## src/rtl/icache_ctrl.sv

```systemverilog
// rtl/icache_ctrl.sv - direct-mapped instruction cache with line-fill sequencer
module icache_ctrl #(
    parameter int INDEX_BITS        = 4,
    parameter int OFFSET_WORDS_BITS = 2,
    parameter int ADDR_W            = 32
) (
    input  logic              clk,
    input  logic              rst,
    input  logic              rdy,
    input  logic              rollback,
    input  logic              if_en,
    input  logic [ADDR_W-1:0] if_pc,
    output logic              if_done,
    output logic [31:0]       if_data,
    output logic              memc_en,
    output logic [ADDR_W-1:0] memc_pc,
    input  logic              memc_done,
    input  logic [31:0]       memc_data,
    output logic [31:0]       perf_hits,
    output logic [31:0]       perf_misses
);
    localparam int LINE_LSB    = OFFSET_WORDS_BITS + 2;
    localparam int TAG_W       = ADDR_W - INDEX_BITS - LINE_LSB;
    localparam int LINES       = 1 << INDEX_BITS;
    localparam int WORDS_TOTAL = LINES << OFFSET_WORDS_BITS;
    localparam logic [OFFSET_WORDS_BITS-1:0] LAST_WORD = '1;

    typedef enum logic {IDLE, FILL} state_t;

    state_t state_q, state_d;

    logic [LINES-1:0]             valid_q;
    logic [TAG_W-1:0]             tag_mem  [LINES];
    logic [31:0]                  data_mem [WORDS_TOTAL];

    logic [OFFSET_WORDS_BITS-1:0] k_q, k_d;
    logic [INDEX_BITS-1:0]        fill_idx_q, fill_idx_d;
    logic [TAG_W-1:0]             fill_tag_q, fill_tag_d;

    logic                         if_done_d, memc_en_d;
    logic [31:0]                  if_data_d, hits_d, misses_d;
    logic [ADDR_W-1:0]            memc_pc_d;
    logic                         data_we, line_done, line_inval;

    logic [OFFSET_WORDS_BITS-1:0] pc_off;
    logic [INDEX_BITS-1:0]        pc_idx;
    logic [TAG_W-1:0]             pc_tag;
    logic                         hit;
    logic                         unused_pc_bits;

    assign pc_off         = if_pc[LINE_LSB-1:2];
    assign pc_idx         = if_pc[LINE_LSB +: INDEX_BITS];
    assign pc_tag         = if_pc[ADDR_W-1:LINE_LSB+INDEX_BITS];
    assign hit            = valid_q[pc_idx] && (tag_mem[pc_idx] == pc_tag);
    assign unused_pc_bits = ^if_pc[1:0];

    always_ff @(posedge clk) begin
        if (rst) begin
            state_q     <= IDLE;
            valid_q     <= '0;
            if_done     <= 1'b0;
            if_data     <= '0;
            memc_en     <= 1'b0;
            memc_pc     <= '0;
            k_q         <= '0;
            fill_idx_q  <= '0;
            fill_tag_q  <= '0;
            perf_hits   <= '0;
            perf_misses <= '0;
        end else if (rdy) begin
            state_q     <= state_d;
            if_done     <= if_done_d;
            if_data     <= if_data_d;
            memc_en     <= memc_en_d;
            memc_pc     <= memc_pc_d;
            k_q         <= k_d;
            fill_idx_q  <= fill_idx_d;
            fill_tag_q  <= fill_tag_d;
            perf_hits   <= hits_d;
            perf_misses <= misses_d;
            if (line_inval) valid_q[pc_idx] <= 1'b0;
            if (line_done) valid_q[fill_idx_q] <= 1'b1;
        end
    end

    // Line storage carries no reset; the valid bits alone gate its use.
    always_ff @(posedge clk) begin
        if (!rst && rdy) begin
            if (data_we) data_mem[{fill_idx_q, k_q}] <= memc_data;
            if (line_done) tag_mem[fill_idx_q] <= fill_tag_q;
        end
    end

    always_comb begin
        state_d    = state_q;
        if_done_d  = if_done;
        if_data_d  = if_data;
        memc_en_d  = memc_en;
        memc_pc_d  = memc_pc;
        k_d        = k_q;
        fill_idx_d = fill_idx_q;
        fill_tag_d = fill_tag_q;
        hits_d     = perf_hits;
        misses_d   = perf_misses;
        data_we    = 1'b0;
        line_done  = 1'b0;
        line_inval = 1'b0;

        if (rollback) begin
            state_d   = IDLE;
            memc_en_d = 1'b0;
            if_done_d = 1'b0;
            k_d       = '0;
        end else begin
            case (state_q)
                IDLE: begin
                    if_done_d = 1'b0;
                    // The request is still visible while if_done is high; skip it.
                    if (if_en && !if_done) begin
                        if (hit) begin
                            if_done_d = 1'b1;
                            if_data_d = data_mem[{pc_idx, pc_off}];
                            hits_d    = perf_hits + 32'd1;
                        end else begin
                            state_d    = FILL;
                            memc_en_d  = 1'b1;
                            memc_pc_d  = {if_pc[ADDR_W-1:LINE_LSB], {LINE_LSB{1'b0}}};
                            k_d        = '0;
                            fill_idx_d = pc_idx;
                            fill_tag_d = pc_tag;
                            misses_d   = perf_misses + 32'd1;
                            line_inval = 1'b1;
                        end
                    end
                end
                FILL: begin
                    if_done_d = 1'b0;
                    if (memc_done) begin
                        data_we = 1'b1;
                        if (k_q == LAST_WORD) begin
                            line_done = 1'b1;
                            memc_en_d = 1'b0;
                            state_d   = IDLE;
                        end else begin
                            k_d       = k_q + 1'b1;
                            memc_pc_d = memc_pc + ADDR_W'(4);
                        end
                    end
                end
                default: state_d = IDLE;
            endcase
        end
    end
endmodule
```

## config.mk

```make
export PLATFORM = sky130hd
export DESIGN_NAME = icache_ctrl
export DESIGN_NICKNAME = d
export VERILOG_FILES = /design/src/rtl/icache_ctrl.sv
export SDC_FILE = /design/constraint.sdc
export NUM_CORES = 2
export LEC_CHECK = 0
export BUFFER_PORTS_ARGS = -buffer_cell sky130_fd_sc_hd__buf_2
export CAP_MARGIN = 20
export CELL_PAD_IN_SITES_DETAIL_PLACEMENT = 1
export CELL_PAD_IN_SITES_GLOBAL_PLACEMENT = 1
export CORE_MARGIN = 4
export CORE_UTILIZATION = 23
export CTS_BUF_LIST = sky130_fd_sc_hd__clkbuf_8 sky130_fd_sc_hd__clkbuf_16
export DETAILED_ROUTE_END_ITERATION = 8
export GPL_TIMING_DRIVEN = 1
export PLACE_DENSITY_LB_ADDON = 0.1
export SLEW_MARGIN = 10
export SYNTH_ARGS = -nofsm -noshare
export SYNTH_HDL_FRONTEND = slang
export SYNTH_SLANG_ARGS = --single-unit
```

## constraint.sdc

```tcl
create_clock -name clk -period 7.34 [get_ports clk]
set_input_delay 0.734 -clock clk [delete_from_list [all_inputs] [get_ports clk]]
set_output_delay 0.734 -clock clk [all_outputs]
set_load 0.02 [all_outputs]
```

### Word-level counts from Yosys, hierarchy flattened

Memory sizes are Yosys's and may differ from the RTL's. A register that Yosys moved wholly into a read port is not among the register bits.
Index checks and enable logic that the tools add are counted.

* memories: 2
* bits in registers: 145
* output and inout port bits: 130
* bits in writable memories: 2432
* logic and storage cells: 101

* eq/ne operators: 11
* $lt $le $gt $ge: 4
* reductions and logical operators: 12
* $add $sub $neg: 4
* mux-type cells: 52
* bitwise gates (word level): 6

Memories
* data_mem: depth 64, width 32, rd ports 1, clocked after Yosys merged registers in 1, wr ports 1, line 34 `logic [31:0] data_mem [WORDS_TOTAL];`
* tag_mem: depth 16, width 24, rd ports 1, clocked after Yosys merged registers in 0, wr ports 1, line 33 `logic [TAG_W-1:0] tag_mem [LINES];`

Operator list (number)
* 2-to-1 mux 32 bit: 4
* adder 32 x 1 -> 32 bit (second input constant): 2
* 2-to-1 mux 16 bit: 4
* case mux 32 bit (2 select lines): 1
* adder 32 x 3 -> 32 bit (second input constant): 1
* 2-to-1 mux 1 bit: 31
* == test 24 bit: 1
* AND reduction 5 bit: 4
* bitwise AND 16 bit: 1
* inverter 16 bit: 1
* bitwise OR 16 bit: 1
* inequality test 3 bit (second input constant): 4
* less-than comparator 4 x 5 -> 1 bit (second input constant): 2
* 2-to-1 mux 2 bit: 5
* demux 1 bit (select 4 bit): 2
* >= comparator 4 x 1 -> 1 bit (second input constant): 2
* inequality test 2 bit (second input constant): 4
* case mux 1 bit (2 select lines): 3
* AND reduction 6 bit: 1
* logical AND 1 bit: 5
* binary-select mux 1 bit (select 4 bit): 1
* case mux 2 bit (2 select lines): 1
* inequality test 3 x 2 -> 1 bit (second input constant): 1
* inverter 1 bit: 3
* 3 further kinds: 4

### Depth between registers and ports, before layout

* depth after elaboration: 12
* gate-level depth with buffers: 16

### Least setup slack after synthesis

Ideal clock, no wire load.

* kind: input to register
* start point: input if_pc[6]
* end point: register perf_hits[11]
* path slack: 3.610 ns
* data arrival time: 3.607 ns
* stages: 13
* path buffers: 4
* required time: 7.217 ns
* cell sequence: buf_2 -> buf_2 -> buf_2 -> buf_2 -> mux4_2 -> xor2_1 -> nor3_1 -> a31oi_1 -> o31ai_1 -> and2_2 -> nand3_2 -> or4_1 -> mux2_1

* word-level cells in the longest chain between the ends: 4
* elaborated cells between the ends (all ways): 6
* those cells by class: eq/ne (1); mux (2); reduce/logical (2); memory (1)

RTL lines
* from (decl): line 12 `input logic [ADDR_W-1:0] if_pc,`
* memory read (16 x 24 bit) or binary-select mux 1 bit (select 4 bit) (tied branches)
* == test 24 bit or 2-to-1 mux 1 bit (tied branches): line 54 `assign hit = valid_q[pc_idx] && (tag_mem[pc_idx] == pc_tag);`
* logical AND 1 bit *: line 54
* AND reduction 5 bit (no line) *
* to (signal assigned): line 79 `perf_hits <= hits_d;`
* to (decl): line 19 `output logic [31:0] perf_hits,`

Every way passes the cells marked *; elsewhere a longest branch is shown, timed or not. The select of a mux whose other input is x is not followed.
A chain may end at the register's enable or synchronous reset.

### Final worst setup path

* start point: input if_pc[6]
* end point: register perf_hits[20]

Same word-level chain as after synthesis.

==> flow_metrics.tcl <==
set metrics [dict create \
    finalHoldViolations 0 \
    final_nets 5263 \
    portBuffers 195 \
    row_count 243 \
    arrival_ns 5.74 \
    postCtsSetupRepairBufs 0 \
    crit_type "input port to flop" \
    final_layout_size_suffix_gt1_share_pct 32.2 \
    overflow 0 \
    vias 51400 \
    slowest_stage "nor4_1" \
    path_buf_inv 5 \
    seq_area_frac_synth_pct 75.4 \
    tightestPinTransition_ns 1.18 \
    clk_pin_slew_ns 0.06 \
    syn_area_um2 101000 \
    critPathMostFrequentCell "buf_4" \
    syn_to_final_growth_pct 19.5 \
    die_x_um 672 \
    drc_errors 0 \
    root_buffer "clkbuf_16" \
    drtIter0Drc 4712 \
    synth-edff-count 2432 \
    power.density_nw_per_um2 269 \
    hpwl_um 202000 \
    grt_use_total_pct 15.4 \
    status "finished, final reports clean" \
    cts_tree "done" \
    cts.sinks 2607 \
    max-cap-violations 0 \
    path_delay_family "buffers and inverters" \
    core-area_um2 439000 \
    routabilityCongestion 0.700 \
    cts_max_level 5 \
    cts-resized-gates 0 \
    synth-seq-cells 2607 \
    nFillCells 44600 \
    floorplan.die.height_um 672 \
    max_freq_mhz 201 \
    cts_max_path_buffers 4 \
    hold_path_class "input port to flop" \
    drt_first_pass_iters 5 \
    synth_area_per_cell_um2 21.3 \
    critical-path-max-stage-delay_ns 0.90 \
    synthCells 4766 \
    path_cells "buf_6, buf_12, inv_4, mux2i_1, xor2_1, a31oi_1, nor4_1, buf_4, and2_2, nand3_4, buf_4, o311ai_0, o41ai_1" \
    fin_setup_tns_ns 0 \
    rsz0062_at_grt "no" \
    viasPerCell 4.54 \
    start_util_pct 23.1 \
    skew_ns 0.0498 \
    numCtsBuffers 306 \
    worstPathRequired_ns 8.10 \
    ant_nets 0 \
    die_area_um2 452000 \
    drt_wl_total_um 355000 \
    grt_max_degree 78 \
    finalSetupViolations 0 \
    post-route-min-period_ns 4.98 \
    grt_pass1_wl_um 484000 \
    antenna_found_initial 40 \
    end_kind "flop" \
    critPathLaunchType "input port" \
    yosys_warnings 0 \
    fin_crit_sh_pct 67.9 \
    final_area_um2 121000 \
    p_leak_uw 0.0380 \
    clock_latency_ns 0.93 \
    cts_hold_buf 0 \
    final_max_slew_viol_count 0 \
    drt-wirelength-per-cell_um 31.3 \
    synth.distinct_cells 72 \
    final_common_cell "edfxtp_1" \
    ir_drop_mv 0.164 \
    ys.flop_type "edfxtp_1" \
    crit_fanout 61 \
    postPlaceCellArea_um2 111000 \
    grt_pass1_vias 54500 \
    relSlewSlack_pct 20.9 \
    synthArstFlopShare_pct 0 \
    ioPinCount 200 \
    final_cell_mix "edfxtp_1 (2,432), mux4_2 (734), clkbuf_16 (312), buf_2 (185), dfxtp_1 (175)" \
]
area by class of cell:
class	count	area, um2	area share [%]
Antenna cell	6	15.0	0.0124
Clock buffer	323	7960	6.56
Clock inverter	227	1760	1.45
Inverter	19	73.8	0.0609
Multi-Input combinational cell	1849	24300	20.0
Sequential cell	2607	76500	63.1
Tap cell	5880	7360	6.07
Timing Repair Buffer	406	3350	2.76
state kept, by name, indices dropped and copies added (netlist names):
register	count
data_mem	2048
fill_idx_q	4
fill_tag_q	24
if_data	32
if_done	1
k_q	2
memc_en	1
memc_pc	30
perf_hits	32
perf_misses	32
state_q	1
tag_mem	384
valid_q	16
stage by stage:
step | std cells | utilization (%) | worst slack [ns] | power (uW) | hold WS [ns]
2_1_floorplan | 4767 | - | 3.61 | 17400 | 0.456
3_3_place_gp | 10700 | 25.3 | 1.37 | 18000 | 0.437
3_5_place_dp | 10700 | 25.3 | 1.39 | 18100 | 0.444
4_1_cts | 11300 | 27.5 | 2.27 | 33200 | 0.0588
5_1_grt | 11300 | 27.6 | 2.10 | 33800 | 0.0990
6_report | 11300 | 27.6 | 2.36 | 32600 | 0.155
synthesized netlist by cell type, types with 9 or more instances:
library cell  instances  share of area, %
nor4_1               16             0.099
mux2_2               33              0.37
buf_2                41              0.20
xnor2_1               9             0.078
a21oi_1              90              0.44
a31o_2               16              0.14
nand3b_1             11             0.081
or4_1                13             0.096
nor3_1               17             0.084
o21ai_0              52              0.26
inv_1                17             0.063
mux4_2              734                16
nand4_1              41              0.25
o211ai_1             18              0.13
a211oi_1             11             0.081
mux2i_1              83              0.82
o311ai_0             37              0.32
nor2b_1              20              0.12
nor2_1              145              0.54
nand3_1             124              0.61
a221oi_1              9             0.078
clkbuf_1            202              0.75
dfxtp_1             175               3.5
o41ai_1              21              0.18
and2_1               11             0.068
nand2_1             119              0.44
or2_2                40              0.25
buf_4                18              0.13
and3_1               19              0.12
buf_1                23             0.085
xor2_1               11             0.095
o22ai_1              15             0.092
a221o_1              19              0.19
o31ai_1              33              0.24
edfxtp_1           2432                72
where the power goes:
part | switching [uW] | internal, uW
Clock | 6270 | 8610
Combinational | 885 | 558
Sequential | 33.3 | 16200
Total | 7190 | 25400
final timing paths:
path	start	endpoint	slack [ns]	cells after the start
min reg2reg	if_data[12]	if_data[12]	0.45	2
max	if_pc[6]	perf_hits[20]	2.36	13
min	if_pc[10]	fill_tag_q[2]	0.15	3
max reg2reg	state_q	data_mem[12][30]	2.41	7
tightest hold or removal path: stages:
cell and delay [ns]:
buf_2 0.15, nand3_1 0.08, a21oi_1 0.05
logic make-up (layout without fill, tap and decap cells):
| group | after synthesis | count (layout) | synth area share [%] |
|---|---|---|---|
| DFF | 2607 | 2607 | 75.4 |
| muxes | 851 | 851 | 17.5 |
| and+or+nand+nor | 599 | 599 | 2.93 |
| AOI/OAI and AO/OA | 373 | 373 | 2.62 |
| buffers and inverters | 311 | 975 | 1.33 |
| xor gates and xnor gates | 20 | 20 | 0.173 |
| adders and majority gates | 4 | 4 | 0.0493 |
| other | 1 | 8 | 0.00370 |
routing by layer:
layer / track usage, % / part of all wire (%) / up-vias / wire, um
li1: - / - / 21100 / -
met1: 21.7 / 46 / 28800 / 163000
met2: 25.6 / 48 / 1137 / 172000
met3: 1.93 / 3.9 / 390 / 13700
met4: 2.79 / 1.7 / 0 / 6010
met5: 0 / 0 / - / 0
Power figures use the tool's default switching activity.
